--- src/rtl/vga_timing_pkg.sv ---
// XGA 1024x768@60 raster constants shared by the timing generator and its
// axis counters, plus a small window-compare helper.
package vga_timing_pkg;

  localparam int CNT_W = 16;

  // Horizontal timing, in pixels.
  localparam int H_ACTIVE = 1024;
  localparam int H_FP     = 24;
  localparam int H_SYNC   = 136;
  localparam int H_BP     = 160;
  localparam int H_TOTAL  = H_ACTIVE + H_FP + H_SYNC + H_BP;  // 1344

  // Vertical timing, in lines.
  localparam int V_ACTIVE = 768;
  localparam int V_FP     = 3;
  localparam int V_SYNC   = 6;
  localparam int V_BP     = 29;
  localparam int V_TOTAL  = V_ACTIVE + V_FP + V_SYNC + V_BP;  // 806

  // Inclusive sync windows.
  localparam int H_SYNC_START = H_ACTIVE + H_FP;              // 1048
  localparam int H_SYNC_END   = H_SYNC_START + H_SYNC - 1;    // 1183
  localparam int V_SYNC_START = V_ACTIVE + V_FP;              // 771
  localparam int V_SYNC_END   = V_SYNC_START + V_SYNC - 1;    // 776

  // XGA uses negative sync on both axes.
  localparam logic HSYNC_POL = 1'b0;
  localparam logic VSYNC_POL = 1'b0;

  // Unsigned inclusive range test used for the sync windows.
  function automatic logic in_window(input logic [CNT_W-1:0] value,
                                     input logic [CNT_W-1:0] lo,
                                     input logic [CNT_W-1:0] hi);
    return (value >= lo) && (value <= hi);
  endfunction

endpackage

--- src/rtl/vga_axis_counter.sv ---
// One raster axis: a wrapping position counter with registered sync and
// blank strobes. Strobes are computed from the value the counter is about
// to take, so count, sync and blank always describe the same position.
// wrap is combinational and flags that the current position is the last.
module vga_axis_counter
  import vga_timing_pkg::*;
#(
  parameter int   ACTIVE = 1024,
  parameter int   FP     = 24,
  parameter int   SYNC   = 136,
  parameter int   BP     = 160,
  parameter logic POL    = 1'b0
) (
  input  logic        clk,
  input  logic        rst_n,
  input  logic        step,
  output logic [15:0] count,
  output logic        sync,
  output logic        blank,
  output logic        wrap
);

  localparam logic [15:0] LAST       = 16'(ACTIVE + FP + SYNC + BP - 1);
  localparam logic [15:0] ACT_END    = 16'(ACTIVE);
  localparam logic [15:0] SYNC_START = 16'(ACTIVE + FP);
  localparam logic [15:0] SYNC_END   = 16'(ACTIVE + FP + SYNC - 1);

  logic [15:0] count_next;

  assign wrap = (count == LAST);

  // Next position: advance on step, returning to 0 after the last position.
  always_comb begin
    count_next = count;
    if (step) begin
      count_next = wrap ? 16'd0 : count + 16'd1;
    end
  end

  // Position and strobe registers; everything holds while step is low.
  always_ff @(posedge clk or negedge rst_n) begin
    if (!rst_n) begin
      count <= 16'd0;
      sync  <= ~POL;
      blank <= 1'b0;
    end else if (step) begin
      count <= count_next;
      sync  <= in_window(count_next, SYNC_START, SYNC_END) ? POL : ~POL;
      blank <= (count_next >= ACT_END);
    end
  end

endmodule

--- src/rtl/vga_timing_gen.sv ---
// Free-running VGA raster timing source (XGA defaults). Outputs are all
// registered and aligned to the same pixel. There is no handshake: the
// downstream stages consume every cycle and en is the only flow control;
// while en is low every output holds and frame_start stays low.
module vga_timing_gen
  import vga_timing_pkg::*;
#(
  parameter int   H_ACTIVE  = vga_timing_pkg::H_ACTIVE,
  parameter int   H_FP      = vga_timing_pkg::H_FP,
  parameter int   H_SYNC    = vga_timing_pkg::H_SYNC,
  parameter int   H_BP      = vga_timing_pkg::H_BP,
  parameter int   V_ACTIVE  = vga_timing_pkg::V_ACTIVE,
  parameter int   V_FP      = vga_timing_pkg::V_FP,
  parameter int   V_SYNC    = vga_timing_pkg::V_SYNC,
  parameter int   V_BP      = vga_timing_pkg::V_BP,
  parameter logic HSYNC_POL = vga_timing_pkg::HSYNC_POL,
  parameter logic VSYNC_POL = vga_timing_pkg::VSYNC_POL
) (
  input  logic        clk,
  input  logic        rst_n,
  input  logic        en,
  output logic [15:0] hcount_out,
  output logic [15:0] vcount_out,
  output logic        hsync_out,
  output logic        vsync_out,
  output logic        hblnk_out,
  output logic        vblnk_out,
  output logic        frame_start
);

  logic h_wrap;
  logic v_wrap;
  logic v_step;

  // The vertical axis moves only when the line finishes.
  assign v_step = en & h_wrap;

  vga_axis_counter #(
    .ACTIVE (H_ACTIVE),
    .FP     (H_FP),
    .SYNC   (H_SYNC),
    .BP     (H_BP),
    .POL    (HSYNC_POL)
  ) u_h_axis (
    .clk   (clk),
    .rst_n (rst_n),
    .step  (en),
    .count (hcount_out),
    .sync  (hsync_out),
    .blank (hblnk_out),
    .wrap  (h_wrap)
  );

  vga_axis_counter #(
    .ACTIVE (V_ACTIVE),
    .FP     (V_FP),
    .SYNC   (V_SYNC),
    .BP     (V_BP),
    .POL    (VSYNC_POL)
  ) u_v_axis (
    .clk   (clk),
    .rst_n (rst_n),
    .step  (v_step),
    .count (vcount_out),
    .sync  (vsync_out),
    .blank (vblnk_out),
    .wrap  (v_wrap)
  );

  // Pulse in the cycle the counters show (0,0) after leaving the last pixel.
  always_ff @(posedge clk or negedge rst_n) begin
    if (!rst_n) begin
      frame_start <= 1'b0;
    end else begin
      frame_start <= en & h_wrap & v_wrap;
    end
  end

endmodule

--- config.mk ---
export PLATFORM = sky130hd
export DESIGN_NAME = vga_timing_gen
export DESIGN_NICKNAME = d
export VERILOG_FILES = /design/src/rtl/vga_timing_pkg.sv /design/src/rtl/vga_axis_counter.sv /design/src/rtl/vga_timing_gen.sv
export SDC_FILE = /design/constraint.sdc
export NUM_CORES = 1
export LEC_CHECK = 0
export ABC_AREA = 0
export CORE_MARGIN = 2
export CORE_UTILIZATION = 49
export CTS_BUF_LIST = sky130_fd_sc_hd__clkbuf_8
export DETAILED_ROUTE_END_ITERATION = 6
export PLACE_DENSITY = 0.78
export SKIP_LAST_GASP = 1
export SLEW_MARGIN = 20
export SYNTH_ARGS = -nofsm -noshare
export SYNTH_HDL_FRONTEND = slang
export SYNTH_SLANG_ARGS = --single-unit
--- constraint.sdc ---
create_clock -name clk -period 2.06 [get_ports clk]
set_input_delay 0.412 -clock clk [delete_from_list [all_inputs] [get_ports clk]]
set_output_delay 0.412 -clock clk [all_outputs]
set_load 0.03 [all_outputs]
# Word-level counts from Yosys, hierarchy flattened
# Cells that the tools add are included.
# word_totals
register_bits,37
# classes
order_cmp,6
mux,6
bitwise,2
n_addsub,2
reduce_logical,2
eq_ne,2
# op_table
op,count
$mux W16,4
$add A16 B1 Y16 const B,2
$ge A16 B10 Y1 const B,2
$ge A16 B11 Y1 const B,2
$eq A16 B10 Y1 const B,1
$eq A16 B11 Y1 const B,1
$le A16 B10 Y1 const B,1
$le A16 B11 Y1 const B,1
$and A1 B1 Y1,2
$logic_and A1 B1 Y1,2
$mux W1,2

# Logic depth before layout (Yosys ltp)
# Gate-level depths: netlist of run 1.
# depth
word_depth,6
ltp_mapped,11
mapped_depth_nobuf,9

# Cells and area by module
# A second synthesis of run 1 with hierarchy kept.
# unflattened
cells_unflattened,235
area_unflattened_um2,2233.4
# modules_own_cells
mod,cells_each,seq_area_each_um2,instances,area_each_um2
vga_axis_counter (u_v_axis),125,451.7,1,1174.9
vga_axis_counter (u_h_axis),107,451.7,1,1021.0
vga_timing_gen,3,25.0,1,37.5

# Least setup slack after synthesis of run 1
# Ideal clock, no wire load.
# synth_path
path_kind,register to register
start,register u_v_axis.count[3]
end,register u_v_axis.sync
arrival_ns,2.359
required_ns,1.976
path_buffers,0
stages_incl_launch_ff,8
period_less_slack_ns,2.443
slack_ns,-0.383
cell_sequence,dfrtp_1 -> nand4_1 -> or2_1 -> nor4_1 -> xor2_1 -> or4_4 -> nor4b_2 -> a21oi_1
# synth_via
elab_chain_cells,6
word_cells_on_any_way,8
classes_between,1 x add/sub; 2 x order compare; 1 x eq/ne; 3 x mux; 1 x reduce/logical
# synth_rtl
element,line_no,source
start: declaration,vga_axis_counter.sv:17,"output logic [15:0] count,"
start signal: assignment,vga_axis_counter.sv:47,count <= count_next;
$add A16 B1 Y16 / $eq A16 B10 Y1 (equally long branches),"vga_axis_counter.sv:36, vga_axis_counter.sv:30",
$mux W16,vga_axis_counter.sv:36,count_next = wrap ? 16'd0 : count + 16'd1;
$mux W16 (*),vga_axis_counter.sv:35,if (step) begin
$ge A16 B10 Y1 / $le A16 B10 Y1 (equally long branches),vga_timing_pkg.sv:35,return (value >= lo) && (value <= hi);
$logic_and A1 B1 Y1 (*),vga_timing_pkg.sv:35,
$mux W1 (*),vga_axis_counter.sv:48,"sync <= in_window(count_next, SYNC_START, SYNC_END) ? POL : ~POL;"
end signal: assignment,vga_axis_counter.sv:44,sync <= ~POL;
end signal: assignment,vga_axis_counter.sv:48,
end: declaration,vga_axis_counter.sv:18,"output logic sync,"
# Every way passes the cells marked *; elsewhere a longest branch is shown, timed or not.
# A chain may end at the register's enable or synchronous reset.

# Final worst setup path of run 1
# layout_path
start,register u_v_axis.count[6]
end,register u_v_axis.sync
# Same word-level chain as after synthesis.

==> results of run 1 <==
## worst register-to-register path, stage by stage, from the launching register on
cell and delay [ps]:
dfrtp_2 390, buf_6 100, nand4_1 160, or2_4 350
nor4_4 250, xor2_1 130, or4_4 550, nor4b_4 340
a21oi_2 90
## sequential cells by signal (all words and copies together) (netlist names)
register        cells
u_v_axis.count     16
u_h_axis.blank      1
u_h_axis.count     16
u_v_axis.blank      1
frame_start         1
u_h_axis.sync       1
u_v_axis.sync       1
## layer usage
| layer | track usage, % | up-vias | wire, um |
|---|---|---|---|
| li1 | - | 1045 | - |
| met1 | 30.2 | 1172 | 2800 |
| met2 | 51.1 | 142 | 4060 |
| met3 | 5.98 | 43 | 584 |
| met4 | 13.8 | 0 | 424 |
| met5 | 0 | - | 0 |
## worst max path at each step
stage,start,endpoint,slack (ps)
finish,u_v_axis.count[6],u_v_axis.sync,-380
CTS,u_h_axis.count[9],u_v_axis.sync,-180
global placement,en,u_v_axis.sync,-510
floorplan,u_v_axis.count[3],u_v_axis.sync,-170
global route,u_v_axis.count[6],u_v_axis.sync,-440
detailed placement,en,u_v_axis.sync,-600
## Yosys cell counts (4+ instances only)
| cell type | n |
|---|---|
| a21oi_1 | 4 |
| a31oi_1 | 4 |
| and4_1 | 6 |
| dfrtp_1 | 35 |
| inv_1 | 7 |
| nand2_1 | 19 |
| nand3_1 | 9 |
| nand4_1 | 8 |
| nor2_1 | 21 |
| nor3_1 | 7 |
| nor4_1 | 5 |
| o21ai_0 | 9 |
| xnor2_1 | 15 |
| xor2_1 | 8 |
## power breakdown
group          internal, uW  switching, uW  total, uW
logic                   262            315        577
registers               775           61.3        836
clock network           263            269        532
## per-stage QoR
| step | hold WS [ps] | setup slack (ps) |
|---|---|---|
| 2_1_floorplan | 116 | -174 |
| 3_5_place_dp | 481 | -597 |
| 4_1_cts | 173 | -175 |
| 3_3_place_gp | 477 | -506 |
| 5_1_grt | 208 | -443 |
| 6_report | 159 | -377 |
## layout make-up
| class | count | area (um2) |
|---|---|---|
| clock buffer | 6 | 82.6 |
| fill | 243 | 704 |
| inverter | 7 | 26.3 |
| clock inverter | 2 | 7.51 |
| sequential | 37 | 945 |
| tap | 52 | 65.1 |
| timing repair buffer | 131 | 1100 |
| multi-input combinational | 166 | 1400 |
## timing repair
| action | 4_1_cts | 5_1_grt |
|---|---|---|
| hold buffers | 0 | 0 |
| setup endpoints to repair | 5 | 8 |
| buffers inserted | 8 | 10 |
| resized for setup | 23 | 30 |
| pin swaps | 11 | 21 |
## cells in the final DEF (no fill, tap or decap), types with 4 or more instances in the layout
cell type        Yosys  routed
a31oi_1              4       4
and4_4               0       4
buf_4                1      87
buf_6                3       5
clkbuf_8             0       6
clkdlybuf4s50_1      0      36
dfrtp_1             35      22
dfrtp_2              0      13
inv_1                7       9
nand2_1             19      18
nand3_1              9       7
nand3_2              3       4
nand4_1              8       8
nor2_1              21      15
nor2_4               1       4
nor3_1               7       4
nor3_2               1       4
o21ai_0              9       4
xnor2_1             15      15
xor2_1               8       8
## cell families after synthesis
logic type | share of synthesized area (%)
XOR/XNOR | 9.21
adder cells (fa/ha/maj) | 1.72
multiplexers | 2.40
AO/OA/AOI/OAI | 7.78
flip-flops | 42.4
AND/OR/NAND/NOR | 32.7
buffers and inverters | 3.77
==> impl_results.md, run 1 <==
- Result of the run: complete, but fails checks
- Violations in the final reports: negative setup slack
- Post-synth ARST share: 100%
- Post-layout utilization of the core: 83.7%
- Total standard cell area after synthesis: 2190 um2
- Die Height: 70.8 um
- Final WS setup: -377 ps
- Critical Path Sink Type: register
- Number of antenna cells inserted: 0
- Number of instances in the synthesized netlist: 217
- Cell accounting for the most synthesized area: dfrtp_1
- Detailed-route wire length per cell: 19.6 um
- Final Total Pwr: 1950 uW
- Data arrival time at the worst-slack endpoint: 2660 ps
- Instance area at placement: 3190 um2
- Cell depth of the worst setup path: 8
- DRC violation count after routing: 0
- Initial antenna violation count: 0
- Core area: 4320 um2
- Source of the worst register-to-register timing path: u_v_axis.count[6]
- CTS max path bufs: 2
- Number of unique standard cell types used by synthesis: 52
- FF-to-FF End: u_v_axis.sync
- Measured slew at the worst slew-check pin: 494 ps
- Row Count: 24
- Yosys reg bits: 37
- Max Cap Viol: 0
- DIE AREA: 5020 um2
- Final estimated routing congestion in global placement: 0.876
- Leak pwr: 0.00166 uW
- Final HPWL DP: 4630 um
- # IOs: 40
- DRT iter0 DRCs: 230
- CTS H-Tree Depth: 2
- Number of sinks handled by clock tree synthesis: 37
- Register-to-Register Path Depth: 8
- Family of cells with the greatest summed delay on the critical path: simple AND/OR/NAND/NOR gates
- Worst endpoint required time: 2280 ps
- Number of nets with antenna violations after detailed routing: 0
- Root buffer selected by CTS: clkbuf_8
- Global-route congestion overflow total: 0
- Vias per cell: 5.99
- Effective utilization at floorplan: 50.6%
- Fraction of layout cells with a size suffix above 1: 49.3%
- Pin count of the biggest net entering global routing: 38
- Minimum period implied by the final worst setup slack: 2440 ps
- Clock transition at the registers of the reported paths: 80 ps
- Max transition margin: 67.0%
- RSZ-0062 raised after global routing: yes
- Share of synthesized area occupied by flip-flops and latches: 42.4%
- Post-route clock period utilization: 118%
- Post-layout net count: 354
- VDD IR-drop max: 0.731 mV
- Post-synthesis net count: 223
- Fin. Hold Viols: 0
- Worst hold path type: in2async
- Synth warn: 0
- Total wire length: 7870 um
- Largest fanout of any net on the critical path: 3
- Design area: 3620 um2
- Worst Setup Start Kind: register
- Largest clock skew in the final design: 5.12 ps
- Fmax achieved: 410 MHz
- Cells taking the most area after synthesis: dfrtp_1 (40%), xnor2_1 (6.0%), nor2_1 (3.6%)
- Clock latency of the later-clocked register in the worst-skew pair: 300 ps
- Total global routing track utilization: 27.9%
- Post-synth EDFFs: 0
- Critical path class: reg2reg
- Via count of the routed design: 2402
- Horizontal extent of the die: 70.8 um
- Maximum cell stage delay along the critical path: 550 ps
- Cell-by-cell listing of the critical path: buf_6 > nand4_1 > or2_4 > nor4_4 > xor2_1 > or4_4 > nor4b_4 > a21oi_2
- CTS buffer count: 5
- Final total negative setup slack: -662 ps
- Wire length of the first global-routing pass: 10900 um
- Cell Count Post-Placement: 376
- Clock tree from TritonCTS: built
- Vias in the first global route: 2316
- Number of buffers and inverters on the critical path: 1
- Final setup violation count: 3
- Fraction of post-synthesis cell area in the top cell type by area: 40.0%
- Mean Syn Cell Area: 10.1 um2
- Highest-delay cell along the critical path: or4_4
- Most instantiated flip-flop cell in the synthesis netlist: dfrtp_1
- Relative area change from synthesis to final layout: 65.4%
- Count of non-filler cells in the finished layout: 401
- Final Max Tran Viols: 0
- Pre-Repair DR Iteration Count: 4
- Slack of the worst reg-to-reg path: -380 ps
- Port-buffer cells: 39
- Power density over the cells: 538 nW/um2
Note: power is estimated with default switching activity, not from simulation.
==> run 2: changes to the inputs <==
--- a/config.mk
+++ b/config.mk
@@ -6,13 +6,12 @@
 export NUM_CORES = 1
 export LEC_CHECK = 0
 export ABC_AREA = 0
-export CORE_MARGIN = 2
-export CORE_UTILIZATION = 49
-export CTS_BUF_LIST = sky130_fd_sc_hd__clkbuf_8
+export CORE_MARGIN = 4
+export CORE_UTILIZATION = 47
 export DETAILED_ROUTE_END_ITERATION = 6
-export PLACE_DENSITY = 0.78
+export PLACE_DENSITY = 0.76
 export SKIP_LAST_GASP = 1
-export SLEW_MARGIN = 20
+export SLEW_MARGIN = 10
 export SYNTH_ARGS = -nofsm -noshare
 export SYNTH_HDL_FRONTEND = slang
 export SYNTH_SLANG_ARGS = --single-unit
==> impl_results.md, run 2 (same netlist as run 1, synthesis figures left out) <==
- Result of the run: complete, but fails checks
- Violations in the final reports: negative setup slack
- Data arrival time at the worst-slack endpoint: 2460 ps
- Number of nets with antenna violations after detailed routing: 0
- Pin count of the biggest net entering global routing: 38
- Instance area at placement: 3190 um2
- RSZ-0062 raised after global routing: yes
- Design area: 3490 um2
- Filler cell count in the final layout: 279
- Most common cell after layout, fill and taps aside: buf_4
- Port-buffer cells: 39
- Max transition margin: 74.3%
- Fmax achieved: 449 MHz
- Effective utilization at floorplan: 49.2%
- VDD IR-drop max: 0.586 mV
- Met2 usage: 37.8%
- Met1 Track Usage GR: 26.6%
- Fraction of power consumed by the clock network: 28.8%
- Clock transition at the registers of the reported paths: 80 ps
- Sequential cell fraction of total power: 43.2%
- Worst endpoint required time: 2290 ps
- Cell-by-cell listing of the critical path: inv_2 > ha_4 > nor4b_4 > and4_4 > o211ai_1 > o2bb2ai_2 > or4b_1 > mux2i_2 > a21oi_1
- Share of total power in combinational logic: 28.0%
- Largest fanout of any net on the critical path: 5
- Final Total Pwr: 1900 uW
- CTS buffer count: 5
- DRT iter0 DRCs: 99
- Total global routing track utilization: 21.5%
- Vias in the first global route: 2232
- Peak-usage layer in the global routing report: met2
- Worst Setup Start Kind: register
- Clock latency of the later-clocked register in the worst-skew pair: 290 ps
- Post-layout net count: 342
- Core area: 4440 um2
- Initial antenna violation count: 0
- Highest-delay cell along the critical path: or4b_1
- # IOs: 40
- Fin. Hold Viols: 0
- Number of buffers and inverters on the critical path: 1
- Switching share of power: 32.0%
- Wire length of the first global-routing pass: 10200 um
- Critical path class: reg2reg
- DRC violation count after routing: 0
- Global-route congestion overflow total: 0
- Measured slew at the worst slew-check pin: 382 ps
- Pre-Repair DR Iteration Count: 4
- Via count of the routed design: 2157
- Top library cells by usage in the layout, fill and taps aside: buf_4 (76), clkdlybuf4s50_1 (37), dfrtp_1 (22)
- Number of antenna cells inserted: 0
- Relative area change from synthesis to final layout: 59.4%
- Worst hold path type: in2async
- DIE AREA: 5810 um2
- Family of cells with the greatest summed delay on the critical path: simple AND/OR/NAND/NOR gates
- Clock tree from TritonCTS: built
- FF+latch area: 945 um2
- Final setup violation count: 2
- Detailed-route wire length per cell: 15.9 um
- Multi-input gate area: 1340 um2
- Max Cap Viol: 0
- Number of sinks handled by clock tree synthesis: 37
- Global-route track usage on met3: 3.07%
- Largest clock skew in the final design: 7.99 ps
- Final WS setup: -169 ps
- CTS H-Tree Depth: 2
- Vias per cell: 5.54
- Critical Path Sink Type: register
- Leak pwr: 0.00157 uW
- Final HPWL DP: 4440 um
- Row Count: 24
- Fraction of layout cells with a size suffix above 1: 45.7%
- Cell-internal power: 1290 uW
- Power density over the cells: 544 nW/um2
- Post-route clock period utilization: 108%
- Total wire length: 6170 um
- Final estimated routing congestion in global placement: 0.864
- Largest registers: u_h_axis.count: 16 flops, u_v_axis.count: 16 flops
- Maximum cell stage delay along the critical path: 530 ps
- Root buffer selected by CTS: clkbuf_8
- Switching power total: 608 uW
- Minimum period implied by the final worst setup slack: 2230 ps
- Die Height: 76.2 um
- Horizontal extent of the die: 76.2 um
- Final Max Tran Viols: 0
- Hold slack final: 66.9 ps
- CTS max path bufs: 2
run 2: cell count changes in the layout (fill, tap and decap cells not counted), sizes merged:
| cell | change |
|---|---|
| clkdlybuf4s50 | +1 |
| clkinv | +2 |
| buf | -12 |
| dlygate4sd2 | -1 |
| inv | -2 |
run 2: worst paths after layout:
| kind | startpoint | to | slack [ps] | cells past startpoint |
|---|---|---|---|---|
| min in group clk | u_h_axis.sync | u_h_axis.sync | 490 | 2 |
| worst min register to register | u_h_axis.sync | u_h_axis.sync | 490 | 2 |
| max in group asynchronous | rst_n | u_h_axis.sync | 1740 | 2 |
| worst min-delay path | rst_n | u_v_axis.count[12] | 70 | 2 |
| worst max register to register | u_v_axis.count[1] | u_v_axis.sync | -170 | 9 |
| worst max-delay path | u_v_axis.count[1] | u_v_axis.sync | -170 | 9 |
run 2: what timing repair did:
action | 4_1_cts | 5_1_grt
hold buffers | 0 | 0
pin swaps | 11 | 15
resized for setup | 12 | 20
endpoints found under the setup margin | 4 | 5
buffers inserted | 4 | 4
run 2: routing by layer:
| layer | vias up | part of all wire (%) |
|---|---|---|
| li1 | 1025 | - |
| met1 | 1052 | 43 |
| met2 | 65 | 51 |
| met3 | 15 | 3.3 |
| met4 | 0 | 2.9 |
| met5 | - | 0 |
run 2: worst reg2reg max path, delay by kind of cell (launching register included):
kind | cells | cell delay, ps
multiplexers | 1 | 200
AO/OA/AOI/OAI | 3 | 340
adder cells (fa/ha/maj) | 1 | 120
flip-flops | 1 | 410
AND/OR/NAND/NOR | 3 | 1020
buffers and inverters | 1 | 70
run 2: layout make-up:
type | instances | share of cell area [%]
clock inverter | 2 | 0.395
timing repair buffer | 119 | 29.3
multi-input combinational | 166 | 38.3
tap | 52 | 1.87
inverter | 7 | 0.753
clock buffer | 6 | 2.37
sequential | 37 | 27.1
run 2: per-stage QoR:
step / TNS (ps) / setup slack, ps / instances / util, %
after floorplan: -247 / -174 / 217 / -
after global placement: -1720 / -447 / 373 / 71.9
after detailed placement: -2010 / -525 / 373 / 71.9
after CTS: -250 / -190 / 385 / 76.0
after global routing: -511 / -284 / 389 / 78.5
final: -233 / -169 / 389 / 78.5
run 2: power by group through the flow:
stage,clock network (uW),logic [uW],registers [uW]
after floorplan,0,135,959
after global placement,0,508,832
after detailed placement,0,518,834
after CTS,560,528,819
after global routing,584,576,830
final,547,531,821
==> run 3: changes to the inputs <==
--- a/config.mk
+++ b/config.mk
@@ -7,9 +7,9 @@
 export LEC_CHECK = 0
 export ABC_AREA = 0
 export CORE_MARGIN = 4
-export CORE_UTILIZATION = 47
+export CORE_UTILIZATION = 52
 export DETAILED_ROUTE_END_ITERATION = 6
-export PLACE_DENSITY = 0.76
+export PLACE_DENSITY = 0.79
 export SKIP_LAST_GASP = 1
 export SLEW_MARGIN = 10
 export SYNTH_ARGS = -nofsm -noshare
==> constraint.sdc (replaced) <==
create_clock -name clk -period 2.15 [get_ports clk]
set_input_delay 0.43 -clock clk [delete_from_list [all_inputs] [get_ports clk]]
set_output_delay 0.43 -clock clk [all_outputs]
set_load 0.03 [all_outputs]
==> impl_results.md, run 3 (same netlist as run 1, synthesis figures left out) <==
- Result of the run: complete, but fails checks
- Violations in the final reports: negative setup slack
- CTS max path bufs: 2
- Data arrival time at the worst-slack endpoint: 2530 ps
- Instance area at placement: 3120 um2
- Global-route congestion overflow total: 0
- Max transition margin: 67.4%
- Horizontal extent of the die: 72.9 um
- Critical Path Sink Type: register
- DIE AREA: 5310 um2
- RSZ-0062 raised after global routing: yes
- Number of nets with antenna violations after detailed routing: 0
- Top library cells by usage in the layout, fill and taps aside: buf_4 (61), clkdlybuf4s50_1 (38), dfrtp_1 (22)
- Fin. Hold Viols: 0
- Fmax achieved: 432 MHz
- Design area: 3380 um2
- Final WS setup: -167 ps
- Worst Setup Start Kind: register
- Minimum period implied by the final worst setup slack: 2320 ps
- Final setup violation count: 2
- Cell Count Post-Placement: 362
- Row Count: 23
- Measured slew at the worst slew-check pin: 488 ps
- DRT iter0 DRCs: 110
- Vias in the first global route: 2374
- Number of antenna cells inserted: 0
- Final total negative setup slack: -201 ps
- Post-layout net count: 327
- Critical path class: reg2reg
- Clock latency of the later-clocked register in the worst-skew pair: 300 ps
- Post-route clock period utilization: 108%
- Largest clock skew in the final design: 9.22 ps
- Total wire length: 6830 um
- Most common cell after layout, fill and taps aside: buf_4
- Worst hold path type: reg2reg
- Detailed-route wire length per cell: 18.3 um
- Pin count of the biggest net entering global routing: 38
- Die Height: 72.9 um
- Number of buffers inserted by hold repair at cts: 0
- Power density over the cells: 570 nW/um2
- Leak pwr: 0.00148 uW
- Hold slack final: 503 ps
- Clock tree from TritonCTS: built
- Final Max Tran Viols: 0
- Clock transition at the registers of the reported paths: 80 ps
- Total global routing track utilization: 27.4%
- Via count of the routed design: 2188
- VDD IR-drop max: 0.558 mV
- Filler cell count in the final layout: 227
- Count of non-filler cells in the finished layout: 372
- Vias per cell: 5.88
- Setup WS pre-CTS: -485 ps
- Pre-Repair DR Iteration Count: 4
- Number of sinks handled by clock tree synthesis: 37
- Relative area change from synthesis to final layout: 54.6%
- Initial antenna violation count: 0
- CTS H-Tree Depth: 2
- Port-buffer cells: 39
- Effective utilization at floorplan: 54.3%
- DRC violation count after routing: 0
- Wire length of the first global-routing pass: 11100 um
- # IOs: 40
- Worst endpoint required time: 2370 ps
- Largest registers: u_h_axis.count: 16 flops, u_v_axis.count: 16 flops
- CTS buffer count: 5
- Final HPWL DP: 4600 um
- Fraction of layout cells with a size suffix above 1: 41.9%
- Max Cap Viol: 0
- Final estimated routing congestion in global placement: 0.873
- Largest fanout of any net on the critical path: 8
- Core area: 4030 um2
- Root buffer selected by CTS: clkbuf_8
run 3: worst paths after layout:
path / end / cells after the start / from / slack (ps)
max: u_v_axis.sync / 8 / u_v_axis.count[0] / -170
max reg2reg: u_v_axis.sync / 8 / u_v_axis.count[0] / -170
min reg2reg: u_h_axis.sync / 2 / u_h_axis.sync / 500
min in group asynchronous: u_v_axis.count[9] / 2 / rst_n / 560
max in group asynchronous: u_v_axis.count[4] / 2 / rst_n / 1200
min: u_h_axis.sync / 2 / u_h_axis.sync / 500
run 3: timing repair:
item / 4_1_cts / 5_1_grt
setup buffers: 1 / 1
resized for setup: 18 / 14
pin swaps: 6 / 6
setup endpoints to repair: 2 / 4
run 3: worst max-delay path, cell delays in order (launching register included):
cell and delay [ps]:
dfrtp_2 400, buf_6 140, nand3_2 100, or2_4 310, nor4_4 230, xor2_1 140
or4_4 550, nor4b_4 260, a21oi_1 110
run 3: area by class of cell:
cell class	instances	area (um2)	area share, %
Multi-Input combinational cell	166	1330	39.2
Sequential cell	37	945	27.9
Timing Repair Buffer	104	905	26.7
Clock buffer	6	82.6	2.44
Tap cell	50	62.6	1.85
Clock inverter	2	37.5	1.11
Inverter	7	26.3	0.777
run 3: metal layers:
| layer | up-vias | global-route usage, % | share of wire (%) |
|---|---|---|---|
| met2 | 100 | 48.3 | 52 |
| met4 | 0 | 14.5 | 4.0 |
| met1 | 1057 | 29.9 | 38 |
| li1 | 1000 | - | - |
| met5 | - | 0 | 0 |
| met3 | 31 | 7.02 | 5.8 |
run 3: power breakdown:
part,internal (uW),switching (uW),leakage [uW],total (uW)
combinational,225,270,0.000954,494
sequential,743,50.5,0.000468,793
clock,377,263,0.0000574,640
run 3: per-stage QoR:
step                power (uW)  util (%)
floorplan                 1050         -
global placement          1270      77.4
detailed placement        1270      77.4
CTS                       1930      82.5
global route              2010      84.0
finish                    1930      84.0
